## config.mk

```make
export PLATFORM = sky130hd
export DESIGN_NAME = hydra_pkt_gen
export DESIGN_NICKNAME = d
export VERILOG_FILES = /design/src/rtl/hydra_pkg.sv /design/src/rtl/hydra_pkt_gen_port.sv /design/src/rtl/hydra_pkt_gen.sv
export SDC_FILE = /design/constraint.sdc
export NUM_CORES = 2
export LEC_CHECK = 0
export CELL_PAD_IN_SITES_DETAIL_PLACEMENT = 0
export CELL_PAD_IN_SITES_GLOBAL_PLACEMENT = 1
export CORE_AREA = 2 2 485 487
export DETAILED_ROUTE_END_ITERATION = 10
export DIE_AREA = 0 0 487 489
export DONT_BUFFER_PORTS = 1
export GPL_ROUTABILITY_DRIVEN = 1
export PLACE_DENSITY_LB_ADDON = 0.08
export SLEW_MARGIN = 20
export SYNTH_ARGS = -nofsm -noshare
export SYNTH_HDL_FRONTEND = slang
export SYNTH_SLANG_ARGS = --single-unit
```

## constraint.sdc

```tcl
create_clock -name clk -period 3.4 [get_ports clk]
set_input_delay 0.68 -clock clk [delete_from_list [all_inputs] [get_ports clk]]
set_output_delay 0.68 -clock clk [all_outputs]
set_load 0.05 [all_outputs]
```

## src/rtl/hydra_pkg.sv

```systemverilog
// hydra_pkg: shared FSM state type, header field widths and header packing
package hydra_pkg;

  localparam int HDR_LEN_W  = 9;
  localparam int HDR_PRIO_W = 3;
  localparam int HDR_PORT_W = 4;

  typedef enum logic [2:0] {S_IDLE, S_SOP, S_HDR, S_DATA, S_EOP, S_GAP} state_e;

  // Header word is {pad, len, prio, dest} with dest in the LSBs
  function automatic logic [63:0] hdr_pack(input logic [31:0] len, input logic [31:0] prio,
                                           input logic [31:0] dest, input int prio_w,
                                           input int port_w);
    return (64'(len) << (prio_w + port_w)) | (64'(prio) << port_w) | 64'(dest);
  endfunction

endpackage

```

## src/rtl/hydra_pkt_gen_port.sv

```systemverilog
// hydra_pkt_gen_port: one packet-generator channel with registered write outputs
module hydra_pkt_gen_port import hydra_pkg::*; #(
  parameter int DATA_W   = 16,
  parameter int LEN_W    = HDR_LEN_W,
  parameter int PRIO_W   = HDR_PRIO_W,
  parameter int PORT_W   = HDR_PORT_W,
  parameter int CNT_W    = 16,
  parameter int PORT_IDX = 0
) (
  input  logic              clk,
  input  logic              rst_n,
  input  logic              start,
  input  logic              stop,
  input  logic              pause,
  input  logic [LEN_W-1:0]  cfg_len,
  input  logic [PRIO_W-1:0] cfg_prio,
  input  logic [PORT_W-1:0] cfg_dest,
  input  logic [1:0]        cfg_mode,
  input  logic [CNT_W-1:0]  cfg_pkts,
  input  logic [3:0]        cfg_gap,
  output logic              wr_sop,
  output logic              wr_eop,
  output logic              wr_vld,
  output logic [DATA_W-1:0] wr_data,
  output logic              busy,
  output logic              done,
  output logic [CNT_W-1:0]  sent_cnt
);

  state_e              state_q, state_d;
  logic [LEN_W-1:0]    idx_q, idx_d, len_q, len_d;
  logic [3:0]          gap_q, gap_d, gapcfg_q, gapcfg_d;
  logic                stop_q, stop_d;
  logic [PRIO_W-1:0]   prio_q, prio_d, prio_r;
  logic [PORT_W-1:0]   dest_q, dest_d, dest_r;
  logic [1:0]          mode_q, mode_d;
  logic [CNT_W-1:0]    pkts_q, pkts_d, cnt_q, cnt_d;
  logic                wr_sop_q, wr_sop_d, wr_eop_q, wr_eop_d, wr_vld_q, wr_vld_d;
  logic [DATA_W-1:0]   wr_data_q, wr_data_d;
  logic                busy_q, busy_d, done_q, done_d;
  logic                last, pend, emit;

  // Header fields rotate with the packet index (packets completed so far)
  assign prio_r = mode_q[1] ? prio_q + PRIO_W'(cnt_q) : prio_q;
  assign dest_r = mode_q[0] ? dest_q + PORT_W'(cnt_q) : dest_q;
  assign last   = (len_q == '0) || (idx_q + 1'b1 == len_q);
  assign pend   = stop_q | stop;

  // Next state; a word counts as delivered only when it was presented with vld
  always_comb begin
    state_d  = state_q;
    idx_d    = idx_q;
    gap_d    = gap_q;
    stop_d   = stop_q | (stop && state_q != S_IDLE);
    len_d    = len_q;
    prio_d   = prio_q;
    dest_d   = dest_q;
    mode_d   = mode_q;
    pkts_d   = pkts_q;
    gapcfg_d = gapcfg_q;
    cnt_d    = cnt_q;
    done_d   = done_q;
    unique case (state_q)
      S_IDLE: if (start && !pause) begin
        state_d  = S_SOP;
        len_d    = cfg_len;
        prio_d   = cfg_prio;
        dest_d   = cfg_dest;
        mode_d   = cfg_mode;
        pkts_d   = cfg_pkts;
        gapcfg_d = cfg_gap;
        cnt_d    = '0;
        done_d   = 1'b0;
        stop_d   = 1'b0;
      end
      S_SOP: state_d = S_HDR;
      S_HDR: if (wr_vld_q) begin
        state_d = S_DATA;
        idx_d   = '0;
      end
      S_DATA: if (wr_vld_q) begin
        state_d = last ? S_EOP : S_DATA;
        idx_d   = last ? idx_q : idx_q + 1'b1;
      end
      S_EOP: begin
        cnt_d = cnt_q + 1'b1;
        if ((pkts_q != '0 && cnt_d == pkts_q) || pend) begin
          state_d = S_IDLE;
          done_d  = 1'b1;
        end else begin
          state_d = (gapcfg_q == '0 && !pause) ? S_SOP : S_GAP;
          gap_d   = gapcfg_q;
        end
      end
      S_GAP: if (!pause) begin
        gap_d   = gap_q > 4'd1 ? gap_q - 4'd1 : gap_q;
        state_d = gap_q > 4'd1 ? S_GAP : pend ? S_IDLE : S_SOP;
        done_d  = done_q | (gap_q <= 4'd1 && pend);
      end
      default: state_d = S_IDLE;
    endcase
  end

  // Outputs are decoded from the next state so they line up with the registered state
  always_comb begin
    emit      = (state_d == S_HDR || state_d == S_DATA) && !pause;
    wr_sop_d  = state_d == S_SOP;
    wr_eop_d  = state_d == S_EOP;
    wr_vld_d  = emit;
    busy_d    = state_d != S_IDLE;
    wr_data_d = !emit ? '0 :
                state_d == S_HDR ? DATA_W'(hdr_pack(32'(len_q), 32'(prio_r), 32'(dest_r), PRIO_W, PORT_W)) :
                DATA_W'({PORT_W'(PORT_IDX), idx_d});
  end

  // State, latched config and output registers
  always_ff @(posedge clk or negedge rst_n) begin
    if (!rst_n) begin
      state_q   <= S_IDLE;
      idx_q     <= '0;
      gap_q     <= '0;
      stop_q    <= 1'b0;
      len_q     <= '0;
      prio_q    <= '0;
      dest_q    <= '0;
      mode_q    <= '0;
      pkts_q    <= '0;
      gapcfg_q  <= '0;
      cnt_q     <= '0;
      done_q    <= 1'b0;
      busy_q    <= 1'b0;
      wr_sop_q  <= 1'b0;
      wr_eop_q  <= 1'b0;
      wr_vld_q  <= 1'b0;
      wr_data_q <= '0;
    end else begin
      state_q   <= state_d;
      idx_q     <= idx_d;
      gap_q     <= gap_d;
      stop_q    <= stop_d;
      len_q     <= len_d;
      prio_q    <= prio_d;
      dest_q    <= dest_d;
      mode_q    <= mode_d;
      pkts_q    <= pkts_d;
      gapcfg_q  <= gapcfg_d;
      cnt_q     <= cnt_d;
      done_q    <= done_d;
      busy_q    <= busy_d;
      wr_sop_q  <= wr_sop_d;
      wr_eop_q  <= wr_eop_d;
      wr_vld_q  <= wr_vld_d;
      wr_data_q <= wr_data_d;
    end
  end

  assign wr_sop   = wr_sop_q;
  assign wr_eop   = wr_eop_q;
  assign wr_vld   = wr_vld_q;
  assign wr_data  = wr_data_q;
  assign busy     = busy_q;
  assign done     = done_q;
  assign sent_cnt = cnt_q;

endmodule

```

## src/rtl/hydra_pkt_gen.sv

```systemverilog
// hydra_pkt_gen: array of independent packet-generator channels
module hydra_pkt_gen import hydra_pkg::*; #(
  parameter int NUM_PORTS = 16,
  parameter int DATA_W    = 16,
  parameter int LEN_W     = HDR_LEN_W,
  parameter int PRIO_W    = HDR_PRIO_W,
  parameter int PORT_W    = HDR_PORT_W,
  parameter int CNT_W     = 16
) (
  input  logic                             clk,
  input  logic                             rst_n,
  input  logic [NUM_PORTS-1:0]             start,
  input  logic [NUM_PORTS-1:0]             stop,
  input  logic [NUM_PORTS-1:0][LEN_W-1:0]  cfg_len,
  input  logic [NUM_PORTS-1:0][PRIO_W-1:0] cfg_prio,
  input  logic [NUM_PORTS-1:0][PORT_W-1:0] cfg_dest,
  input  logic [NUM_PORTS-1:0][1:0]        cfg_mode,
  input  logic [NUM_PORTS-1:0][CNT_W-1:0]  cfg_pkts,
  input  logic [NUM_PORTS-1:0][3:0]        cfg_gap,
  input  logic [NUM_PORTS-1:0]             pause,
  output logic [NUM_PORTS-1:0]             wr_sop,
  output logic [NUM_PORTS-1:0]             wr_eop,
  output logic [NUM_PORTS-1:0]             wr_vld,
  output logic [NUM_PORTS-1:0][DATA_W-1:0] wr_data,
  output logic [NUM_PORTS-1:0]             busy,
  output logic [NUM_PORTS-1:0]             done,
  output logic [NUM_PORTS-1:0][CNT_W-1:0]  sent_cnt
);

  for (genvar i = 0; i < NUM_PORTS; i++) begin : g_port
    hydra_pkt_gen_port #(
      .DATA_W(DATA_W), .LEN_W(LEN_W), .PRIO_W(PRIO_W), .PORT_W(PORT_W),
      .CNT_W(CNT_W), .PORT_IDX(i)
    ) u_port (
      .clk(clk), .rst_n(rst_n), .start(start[i]), .stop(stop[i]), .pause(pause[i]),
      .cfg_len(cfg_len[i]), .cfg_prio(cfg_prio[i]), .cfg_dest(cfg_dest[i]),
      .cfg_mode(cfg_mode[i]), .cfg_pkts(cfg_pkts[i]), .cfg_gap(cfg_gap[i]),
      .wr_sop(wr_sop[i]), .wr_eop(wr_eop[i]), .wr_vld(wr_vld[i]), .wr_data(wr_data[i]),
      .busy(busy[i]), .done(done[i]), .sent_cnt(sent_cnt[i])
    );
  end

endmodule

```

==> reports/results.md <==
| Stage | Parameter | Value |
| --- | --- | --- |
| status | Run status | finished with violations |
| status | Failing checks | hold timing |
| drt | Mean routed wirelength per cell | 23.8 µm |
| floorplan | Die Footprint | 238000 µm² |
| layout | Fraction of layout instances using a drive strength above 1 | 0.164 |
| grt | Largest net degree at the start of global routing | 195 |
| setup path | Cell type group with the largest total delay on the critical path | simple AND/OR/NAND/NOR gates |
| power and ir drop | Leakage power summed over all cells | 43.5 nW |
| power and ir drop | Power density over cell area | 1010 nW/µm² |
| timing | Slew Limit Fails | 0 |
| grt | Antenna violations before repair | 77 |
| place | # port buffers | 0 |
| synth | Share of async-settable or async-resettable flops after synthesis | 1.00 |
| synth | Top flip-flop cell by instance count after synthesis | sky130_fd_sc_hd__dfrtp_1 |
| synth | Synthesized netlist cell count | 8436 |
| drt | Pre-Repair DR Iteration Count | 6 |
| floorplan | Number of placement rows | 178 |
| synth | Number of library cell types mapped by synthesis | 108 |
| clock tree | Clock insertion delay at the later pin of the skew report | 830 ps |
| setup path | Critical path capture point type | flip-flop |
| timing | Min Clock Period, post-route | 3250 ps |
| timing | Worst Clk Skew | 47.9 ps |
| grt | GR Util All Layers | 0.243 |
| synth | Yosys synthesis warning count | 0 |
| drt | Detail Route Antenna Nets | 0 |
| synth | Proportion of netlist area held by the largest area contributor | 0.455 |
| grt | First-pass GRT wire length | 447000 µm |
| floorplan | Y dimension of the die | 489 µm |
| drt | Detailed-route via count | 67900 |
| clock tree | H-tree Lvls | 4 |
| timing | Final number of setup-violating endpoints | 0 |
| clock tree | Clk root buf | sky130_fd_sc_hd__clkbuf_16 |
| layout | Post-layout instance area | 100000 µm² |
| synth | Top cells by count, synth | sky130_fd_sc_hd__dfrtp_1, sky130_fd_sc_hd__nand2_1, sky130_fd_sc_hd__nor2_1 |
| clock tree | Buffer levels on the longest clock path | 3 |
| clock tree | Clock-pin slew of the registers on the worst-case setup and hold paths | 70 ps |
| synth | Top post-synthesis cells by area | sky130_fd_sc_hd__dfrtp_1, sky130_fd_sc_hd__mux2_2, sky130_fd_sc_hd__nand2_1 |
| setup path | Most frequent cell on the critical path | sky130_fd_sc_hd__a31oi_1 |
| synth | Post-synth design cell area | 81000 µm² |
| layout | Net count reported at finish | 10100 |
| place | DP Wirelength | 227000 µm |
| setup path | Number of buffer and inverter stages on the critical path | 1 |
| timing | Remaining max-slew budget at the tightest pin | 0.305 |
| timing | Maximum clock frequency | 308 MHz |
| clock tree | Clock sink total | 1472 |
| setup path | Series of cell instances along the critical path | ha_1, and2_1, xnor2_1, o32a_1, a31oi_1, a31oi_1, nor3_1, a211oi_1, nand2b_1, inv_1, and3_1 |
| clock tree | CTS buffer count | 179 |
| setup path | Highest fanout seen on the critical path | 13 |
| power and ir drop | Maximum ir drop on the vdd rail | 567 µV |
| drt | Iteration-0 DRC count of the detailed router | 4519 |
| grt | Number of global-route vias before repair | 67700 |
| layout | Synth-to-Final Area Change | 23.5% |
| floorplan | Placeable core region | 234000 µm² |
| timing | Slew at the pin with the worst max-slew slack | 1040 ps |
| synth | Most used standard cell by instance count after synthesis | sky130_fd_sc_hd__dfrtp_1 |
| timing | Final worst hold slack | -152 ps |
| grt | Total gr overflow | 0 |
| timing | Post-route clock period utilization | 0.956 |
| floorplan | Starting utilization of the core area | 0.347 |
| setup path | Worst Setup Path Type | reg2reg |
| clock tree | Clock tree from TritonCTS | yes |
| power and ir drop | Total power after layout | 101 mW |
| floorplan | Die width | 487 µm |
| synth | Largest area contributor in the netlist | sky130_fd_sc_hd__dfrtp_1 |
| drt | Total wire length | 299000 µm |
| synth | Fraction of the yosys area taken by sequential cells | 0.455 |
| setup path | Data required time of the critical path | 4140 ps |
| setup path | Slowest cell on crit path | sky130_fd_sc_hd__a211oi_1 |
| setup path | Startpoint Class | flip-flop |
| place | Placed standard-cell area | 86700 µm² |
| synth | Post-synth net total | 9254 |
| synth | Register bit total from synthesis | 1472 |
| drt | Residual DRC | 0 |
| flow run | Maximum Capacitance Violations | 0 |
| synth | Number of enable-type register cells in the synthesized netlist | 0 |
| timing | Final hold violations | 236 |
| setup path | Worst EP arrival | 3990 ps |
| place | Final Wtd Congestion | 0.894 |
| drt | Via count normalized by instance count | 5.42 |
| setup path | Critical path's largest stage delay | 490 ps |
| synth | Synth Area per Inst | 9.60 µm² |
| hold path | Classification of the worst-slack hold path | in2async |
| floorplan | I/O pin count | 1250 |
## sequential cells by signal (all words and copies together), names as in the netlist
register / flops
g_port.u_port.wr_eop: 16
g_port.u_port.wr_vld: 16
g_port.u_port.sent_cnt: 256
g_port.u_port.stop_q: 16
g_port.u_port.done: 16
g_port.u_port.wr_sop: 16
g_port.u_port.prio_q: 48
g_port.u_port.idx_q: 144
g_port.u_port.gapcfg_q: 64
g_port.u_port.dest_q: 64
g_port.u_port.state_q: 48
g_port.u_port.len_q: 144
g_port.u_port.pkts_q: 256
g_port.u_port.busy: 16
g_port.u_port.gap_q: 64
g_port.u_port.wr_data: 256
g_port.u_port.mode_q: 32
## metrics by stage
step / worst slack, ps / cells / setup TNS, ps / util
global route: -67.9 / 12500 / -132 / 0.428
detailed placement: -458 / 11500 / -38410 / 0.371
finish: 150 / 12500 / 0 / 0.428
floorplan: -22.2 / 8436 / -22.2 / -
global placement: -400 / 11500 / -87160 / 0.371
CTS: 22.0 / 12500 / 0 / 0.426
## cells in the final DEF, fill, tap and decap left out, types with 181 or more instances in the layout
cell	Yosys	final
sky130_fd_sc_hd__xnor2_1	377	377
sky130_fd_sc_hd__dlygate4sd3_1	0	614
sky130_fd_sc_hd__nand3_1	295	290
sky130_fd_sc_hd__nand2_1	1009	1006
sky130_fd_sc_hd__clkbuf_16	0	181
sky130_fd_sc_hd__o21ai_0	620	617
sky130_fd_sc_hd__nor3_1	192	187
sky130_fd_sc_hd__dfrtp_1	1472	1462
sky130_fd_sc_hd__a21oi_1	267	267
sky130_fd_sc_hd__nor2_1	652	647
sky130_fd_sc_hd__buf_4	83	545
sky130_fd_sc_hd__xor2_1	210	210
sky130_fd_sc_hd__mux2_2	519	519
## power breakdown
group | internal [mW] | leakage (nW) | switching (mW)
logic | 17.1 | 21.7 | 25.4
clock network | 12.7 | 3.15 | 8.31
registers | 24.2 | 18.7 | 13.5
total | 54.0 | 43.5 | 47.2
## metal layers
layer,GRT usage,vias to the layer above,share of wire
met5,0,-,0.00084
met4,0.0785,38,0.036
met3,0.0699,450,0.073
met2,0.400,1855,0.47
met1,0.307,33700,0.42
li1,-,31900,-
## final timing paths
| path | slack, ps | to | start | depth (start not counted) |
|---|---|---|---|---|
| max | 150 | g_port[10].u_port.wr_data[11]$_DFF_PN0_ | g_port[10].u_port.idx_q[1]$_DFF_PN0_ | 11 |
| min | -150 | g_port[9].u_port.sent_cnt[6]$_DFFE_PN0P_ | rst_n | 1 |
| max reg2reg | 150 | g_port[10].u_port.wr_data[11]$_DFF_PN0_ | g_port[10].u_port.idx_q[1]$_DFF_PN0_ | 11 |
| min reg2reg | 500 | g_port[15].u_port.prio_q[2]$_DFFE_PN0P_ | g_port[15].u_port.prio_q[2]$_DFFE_PN0P_ | 2 |
| max in group asynchronous | 730 | g_port[11].u_port.dest_q[3]$_DFFE_PN0P_ | rst_n | 6 |
| min in group clk | 80 | g_port[7].u_port.pkts_q[1]$_DFFE_PN0P_ | cfg_pkts[113] | 2 |
## kinds of logic after synthesis
kind of cell / Yosys count / synth area share
DFF: 1472 / 0.455
and+or+nand+nor: 3129 / 0.189
xor gates and xnor gates: 594 / 0.0655
AOI/OAI and AO/OA: 1735 / 0.139
muxes: 630 / 0.0859
buffers and inverters: 716 / 0.0384
adders and majority gates: 160 / 0.0277
## final cells by class
type	instances	area (µm²)
Sequential cell	1472	36800
Antenna cell	50	125
Multi-Input combinational cell	6248	41400
Clock buffer	258	5250
Fill cell	22800	134000
Clock inverter	76	1200
Tap cell	3060	3830
Timing Repair Buffer	1178	10700
Inverter	175	657
## worst reg2reg max path, delay by kind of cell, from the launching register on
kind,cells,cell delay (ps)
compound gates,4,1010
xor+xnor,1,170
simple gates,4,1030
buf+inv,1,380
fa+ha+maj,1,180
flops,1,410
## what timing repair did
item,4_1_cts,5_1_grt
resized for setup,4,66
setup buffers,0,11
pin swaps,0,8
hold endpoints to repair,691,162
endpoints found under the setup margin,19,141
hold buffers,618,1
(Power assumes the default switching activity.)
